$ cat src/rtl/ohc_modulo_adder_pipe.sv
`default_nettype none
// ============================================================================
//  Module      : ohc_modulo_adder_pipe
//  Description : Two-stage pipelined residue-to-one-hot converter with an
//                optional modulo-MOD addition done as a one-hot rotation.
//                Valid/ready handshake on both input and output sides.
//  Revision    : 1.0 - initial release
// ============================================================================
module ohc_modulo_adder_pipe #(
    parameter  int MOD = 9,
    localparam int W   = $clog2(MOD)
) (
    input  logic           clk,
    input  logic           rst,
    input  logic           in_valid,
    output logic           in_ready,
    input  logic [W-1:0]   in_a,
    input  logic [W-1:0]   in_b,
    input  logic           in_mode,
    output logic           out_valid,
    input  logic           out_ready,
    output logic [MOD-1:0] out_ohc,
    output logic [W-1:0]   out_bin,
    output logic           out_err
);

    // The modulus is widened by one bit so range checks never lose the top
    // value (it can equal 2**W when it is a power of two).
    localparam logic [W:0] c_MOD_EXT = (W+1)'(MOD);

    // ------------------------------------------------------------------------
    // Handshake: a stage may load when it is empty or its successor advances.
    // in_ready depends only on pipeline state and out_ready.
    // ------------------------------------------------------------------------
    logic s1_adv;
    logic s2_adv;

    // ------------------------------------------------------------------------
    // Stage 1 state
    // ------------------------------------------------------------------------
    logic           s1_valid_q;
    logic [MOD-1:0] ohc_a_q;
    logic [MOD-1:0] ohc_a_d;
    logic [W-1:0]   b_q;
    logic           mode_q;
    logic           err_q;
    logic           err_d;

    // ------------------------------------------------------------------------
    // Stage 2 state (drives the outputs directly)
    // ------------------------------------------------------------------------
    logic           s2_valid_q;
    logic [MOD-1:0] ohc_q;
    logic [MOD-1:0] ohc_d;
    logic [W-1:0]   bin_q;
    logic [W-1:0]   bin_d;
    logic           out_err_q;

    // Advance conditions for each stage.
    always_comb begin
        s2_adv   = ~s2_valid_q | out_ready;
        s1_adv   = ~s1_valid_q | s2_adv;
        in_ready = s1_adv;
    end

    // Range check of the operands and one-hot decode of a; b is only
    // considered in add mode, and an error forces the code to all-zero.
    always_comb begin
        err_d   = ({1'b0, in_a} >= c_MOD_EXT)
                | (in_mode & ({1'b0, in_b} >= c_MOD_EXT));
        ohc_a_d = '0;
        for (int k = 0; k < MOD; k++) begin
            ohc_a_d[k] = ~err_d & (in_a == W'(k));
        end
    end

    // Stage 1 registers: load a new transfer whenever stage 1 advances.
    always_ff @(posedge clk or posedge rst) begin
        if (rst) begin
            s1_valid_q <= 1'b0;
            ohc_a_q    <= '0;
            b_q        <= '0;
            mode_q     <= 1'b0;
            err_q      <= 1'b0;
        end else if (s1_adv) begin
            s1_valid_q <= in_valid;
            if (in_valid) begin
                ohc_a_q <= ohc_a_d;
                b_q     <= in_b;
                mode_q  <= in_mode;
                err_q   <= err_d;
            end
        end
    end

    // Rotate the one-hot code left by b within MOD bits (the modulo add),
    // then encode the single set bit back to binary. Rotation is done on a
    // doubled copy so the wrap-around never needs a W+1-bit sum. A zero
    // code (error) rotates and encodes to zero.
    always_comb begin
        if (mode_q) begin
            ohc_d = MOD'(({ohc_a_q, ohc_a_q} << b_q) >> MOD);
        end else begin
            ohc_d = ohc_a_q;
        end
        bin_d = '0;
        for (int k = 0; k < MOD; k++) begin
            if (ohc_d[k]) begin
                bin_d = bin_d | W'(k);
            end
        end
    end

    // Stage 2 registers: hold while stalled, keep last data when empty.
    always_ff @(posedge clk or posedge rst) begin
        if (rst) begin
            s2_valid_q <= 1'b0;
            ohc_q      <= '0;
            bin_q      <= '0;
            out_err_q  <= 1'b0;
        end else if (s2_adv) begin
            s2_valid_q <= s1_valid_q;
            if (s1_valid_q) begin
                ohc_q     <= ohc_d;
                bin_q     <= bin_d;
                out_err_q <= err_q;
            end
        end
    end

    assign out_valid = s2_valid_q;
    assign out_ohc   = ohc_q;
    assign out_bin   = bin_q;
    assign out_err   = out_err_q;

endmodule
`default_nettype wire
$ cat config.mk
export PLATFORM = sky130hd
export DESIGN_NAME = ohc_modulo_adder_pipe
export DESIGN_NICKNAME = d
export VERILOG_FILES = /design/src/rtl/ohc_modulo_adder_pipe.sv
export SDC_FILE = /design/constraint.sdc
export NUM_CORES = 1
export LEC_CHECK = 0
export CAP_MARGIN = 10
export CORE_ASPECT_RATIO = 0.9
export CORE_UTILIZATION = 35
export DETAILED_ROUTE_END_ITERATION = 8
export DONT_BUFFER_PORTS = 1
export GPL_TIMING_DRIVEN = 0
export PLACE_DENSITY = 0.45
export RECOVER_POWER = 50
export SETUP_SLACK_MARGIN = 0.02
export SLEW_MARGIN = 20
export SYNTH_ARGS = -nofsm -noshare
export SYNTH_HDL_FRONTEND = slang
export SYNTH_SLANG_ARGS = --single-unit
$ cat constraint.sdc
create_clock -name clk -period 3.35 [get_ports clk]
set_input_delay 0.335 -clock clk [delete_from_list [all_inputs] [get_ports clk]]
set_output_delay 0.335 -clock clk [all_outputs]
set_load 0.05 [all_outputs]
==> flow_summary.yaml <==
cells_and_area:
  fill_cells: 503
  drive_gt1_share_pct: 20.0
  multi_input_area_mm2: 0.00104
  fin_area_mm2: 0.00207
  antennaDiodeCount: 0
  layout.nets: 207
  regArea_um2: 751
  area_delta_synth_final_pct: 9.34
pwr:
  max-vdd-ir-drop_mv: 0.293
  power_density_mw_per_mm2: 573
  p_leak_uw: 0.000856
logic_synthesis:
  ys_dominant_reg_cell: "dfrtp_1"
  ys_ff_latch: 30
  syn_nets: 200
  syn_area_per_cell_um2: 10.1
  async_flop_share_pct: 100
  syn_inst: 187
  syn-cell-area_mm2: 0.00189
  ys_warn_count: 0
  synth_edf_count: 0
  ys_types: 47
  seq_area_frac_synth_pct: 39.7
outcome:
  status: "complete, no violations"
placed_design:
  gp_congestion: 0.869
  io_buffers: 0
  placed_cell_area_mm2: 0.00197
  place_hpwl_mm: 3.70
detailed_routing:
  wl_per_cell_um: 18.6
  via_count: 1519
  drtPass1Iterations: 4
  vias_per_cell: 5.84
  drc: 0
  drt_iter0_markers: 217
  ant_nets: 0
  routed_wl_mm: 4.85
die:
  ioPinCount: 29
  core-area_mm2: 0.00501
  placementRows: 24
  die_x_um: 79.4
  die_y_um: 71.7
  start_util_pct: 37.7
  die_area_mm2: 0.00570
timing:
  relSlewSlack_pct: 25.6
  layout_worst_path_cycle_share_pct: 77.4
  fin_setup_tns_ns: 0
  rsz0062_at_grt: "no"
  hold_violations: 0
  fmax_mhz: 386
  skew_ns: 0.00331
  timing.final.crit_period_ns: 2.59
  slew_viol_final: 0
  tightest_slew_ns: 1.11
  finalSetupViolCount: 0
global_routing:
  grt_pass1_wl_mm: 8.18
  grt_antenna_before_repair: 0
  first_global_vias: 1566
  grt_max_degree: 31
  track_usage_pct: 19.0
  gr-total-overflow: 0
worst_setup_path:
  regToRegStartpoint: "out_valid"
  reg2regPathDepth: 4
  startpoint: "out_valid"
  cp_max_fo: 10
  cp-endpoint: "mode_q"
  cp.arrival_ns: 2.76
  r2r-end: "mode_q"
  worstPathRequired_ns: 3.51
  end_kind: "flip-flop"
  critPathKind: "reg2reg"
  reg2reg_slack_ns: 0.76
  cp-start-kind: "flip-flop"
clock_tree:
  clock-sinks: 30
  cts_resized: 0
  htreeDepth: 2
  cts_setup_buffers: 0
  clockBufferDepth: 2
  cts-root-buf: "clkbuf_8"
  hold_buffers: 0
  worstSkewPairLatency_ns: 0.27
  path_clk_slew_ns: 0.07
  numCtsBuffers: 5
  cts_tree: "yes"
run:
  drv_cap: 0
min_path:
  hold_path.class: "in2reg"
  hold_depth: 1
==> through the flow <==
stage | hold WS [ns] | util [%] | worst slack [ns] | total power, µW | instances
floorplan | 0.426 | - | 1.03 | 816 | 187
CTS | 0.144 | 41.2 | 0.770 | 1190 | 260
detailed placement | 0.442 | 39.3 | 0.809 | 885 | 252
global route | 0.136 | 41.2 | 0.653 | 1250 | 260
finish | 0.152 | 41.2 | 0.757 | 1180 | 260
global placement | 0.443 | 39.3 | 0.812 | 881 | 252
==> layer usage <==
| layer | GRT usage, % | up-vias | share of wire [%] |
|---|---|---|---|
| li1 | - | 709 | - |
| met1 | 28.2 | 746 | 49 |
| met5 | 0 | - | 0 |
| met4 | 5.45 | 0 | 0.99 |
| met3 | 5.35 | 6 | 5.3 |
| met2 | 26.8 | 58 | 44 |
==> registers in the layout, indices dropped and copies added, names as in the netlist <==
| name | cells |
|---|---|
| b_q | 4 |
| err_q | 1 |
| mode_q | 1 |
| ohc_a_q | 9 |
| out_bin | 3 |
| out_err | 1 |
| out_ohc | 9 |
| out_valid | 1 |
| s1_valid_q | 1 |
==> cells by family (layout without fill, tap and decap cells) <==
kind of cell | count (synthesis) | count (layout) | share of synthesized area, %
AOI/OAI and AO/OA | 46 | 46 | 19.1
DFF | 30 | 30 | 39.7
muxes | 25 | 25 | 20.7
buffers and inverters | 22 | 30 | 5.30
and+or+nand+nor | 64 | 64 | 15.1
==> worst max-delay path, cell delays in order, from the launching register on <==
cell,delay (ns)
dfrtp_1,0.66
nand3b_1,0.60
nand2_1,0.41
clkbuf_1,0.42
mux2_2,0.39
==> layout by cell type, fill, tap and decap left out, drive strengths merged, types with 3 or more instances in the layout <==
cell / instances
nand2: 30
nand2b: 4
o31ai: 4
dfrtp: 30
nor2: 14
mux4: 9
a41oi: 3
o21ai: 7
a32o: 4
inv: 9
nor3: 5
a21oi: 5
clkbuf: 12
buf: 7
mux2: 11
mux2i: 5
o211ai: 3
==> Yosys cell counts, drive strengths merged, types with 5 or more instances <==
cell | instances | area, µm²
buf | 7 | 43.8
nand2 | 30 | 113
inv | 9 | 33.8
mux2i | 5 | 50.1
a21oi | 5 | 28.8
mux2 | 11 | 128
mux4 | 9 | 214
o21ai | 7 | 35.0
dfrtp | 30 | 751
nor3 | 5 | 25.0
clkbuf | 6 | 22.5
nor2 | 14 | 52.6
==> worst min path at each step <==
stage / startpoint / slack [ns] / to
CTS: in_a[0] / 0.14 / ohc_a_q[4]
floorplan: rst / 0.43 / b_q[0]
detailed placement: in_a[0] / 0.44 / ohc_a_q[4]
global placement: in_a[0] / 0.44 / ohc_a_q[4]
finish: in_a[0] / 0.15 / ohc_a_q[4]
global route: in_a[0] / 0.14 / ohc_a_q[4]
==> where the power goes <==
part,internal [µW],total (µW),switching (µW)
Clock,165,305,140
Sequential,413,591,179
Combinational,117,287,170
Total,694,1180,489
==> cell type report <==
cell class	count	area share, %
plain buffers	13	3.21
clock buffers	6	4.00
clock inverters	2	0.606
inverters	9	1.64
multi-input cells	135	50.3
flip-flops and latches	30	36.3
well taps	65	3.94
Power figures use the tool's default switching activity.
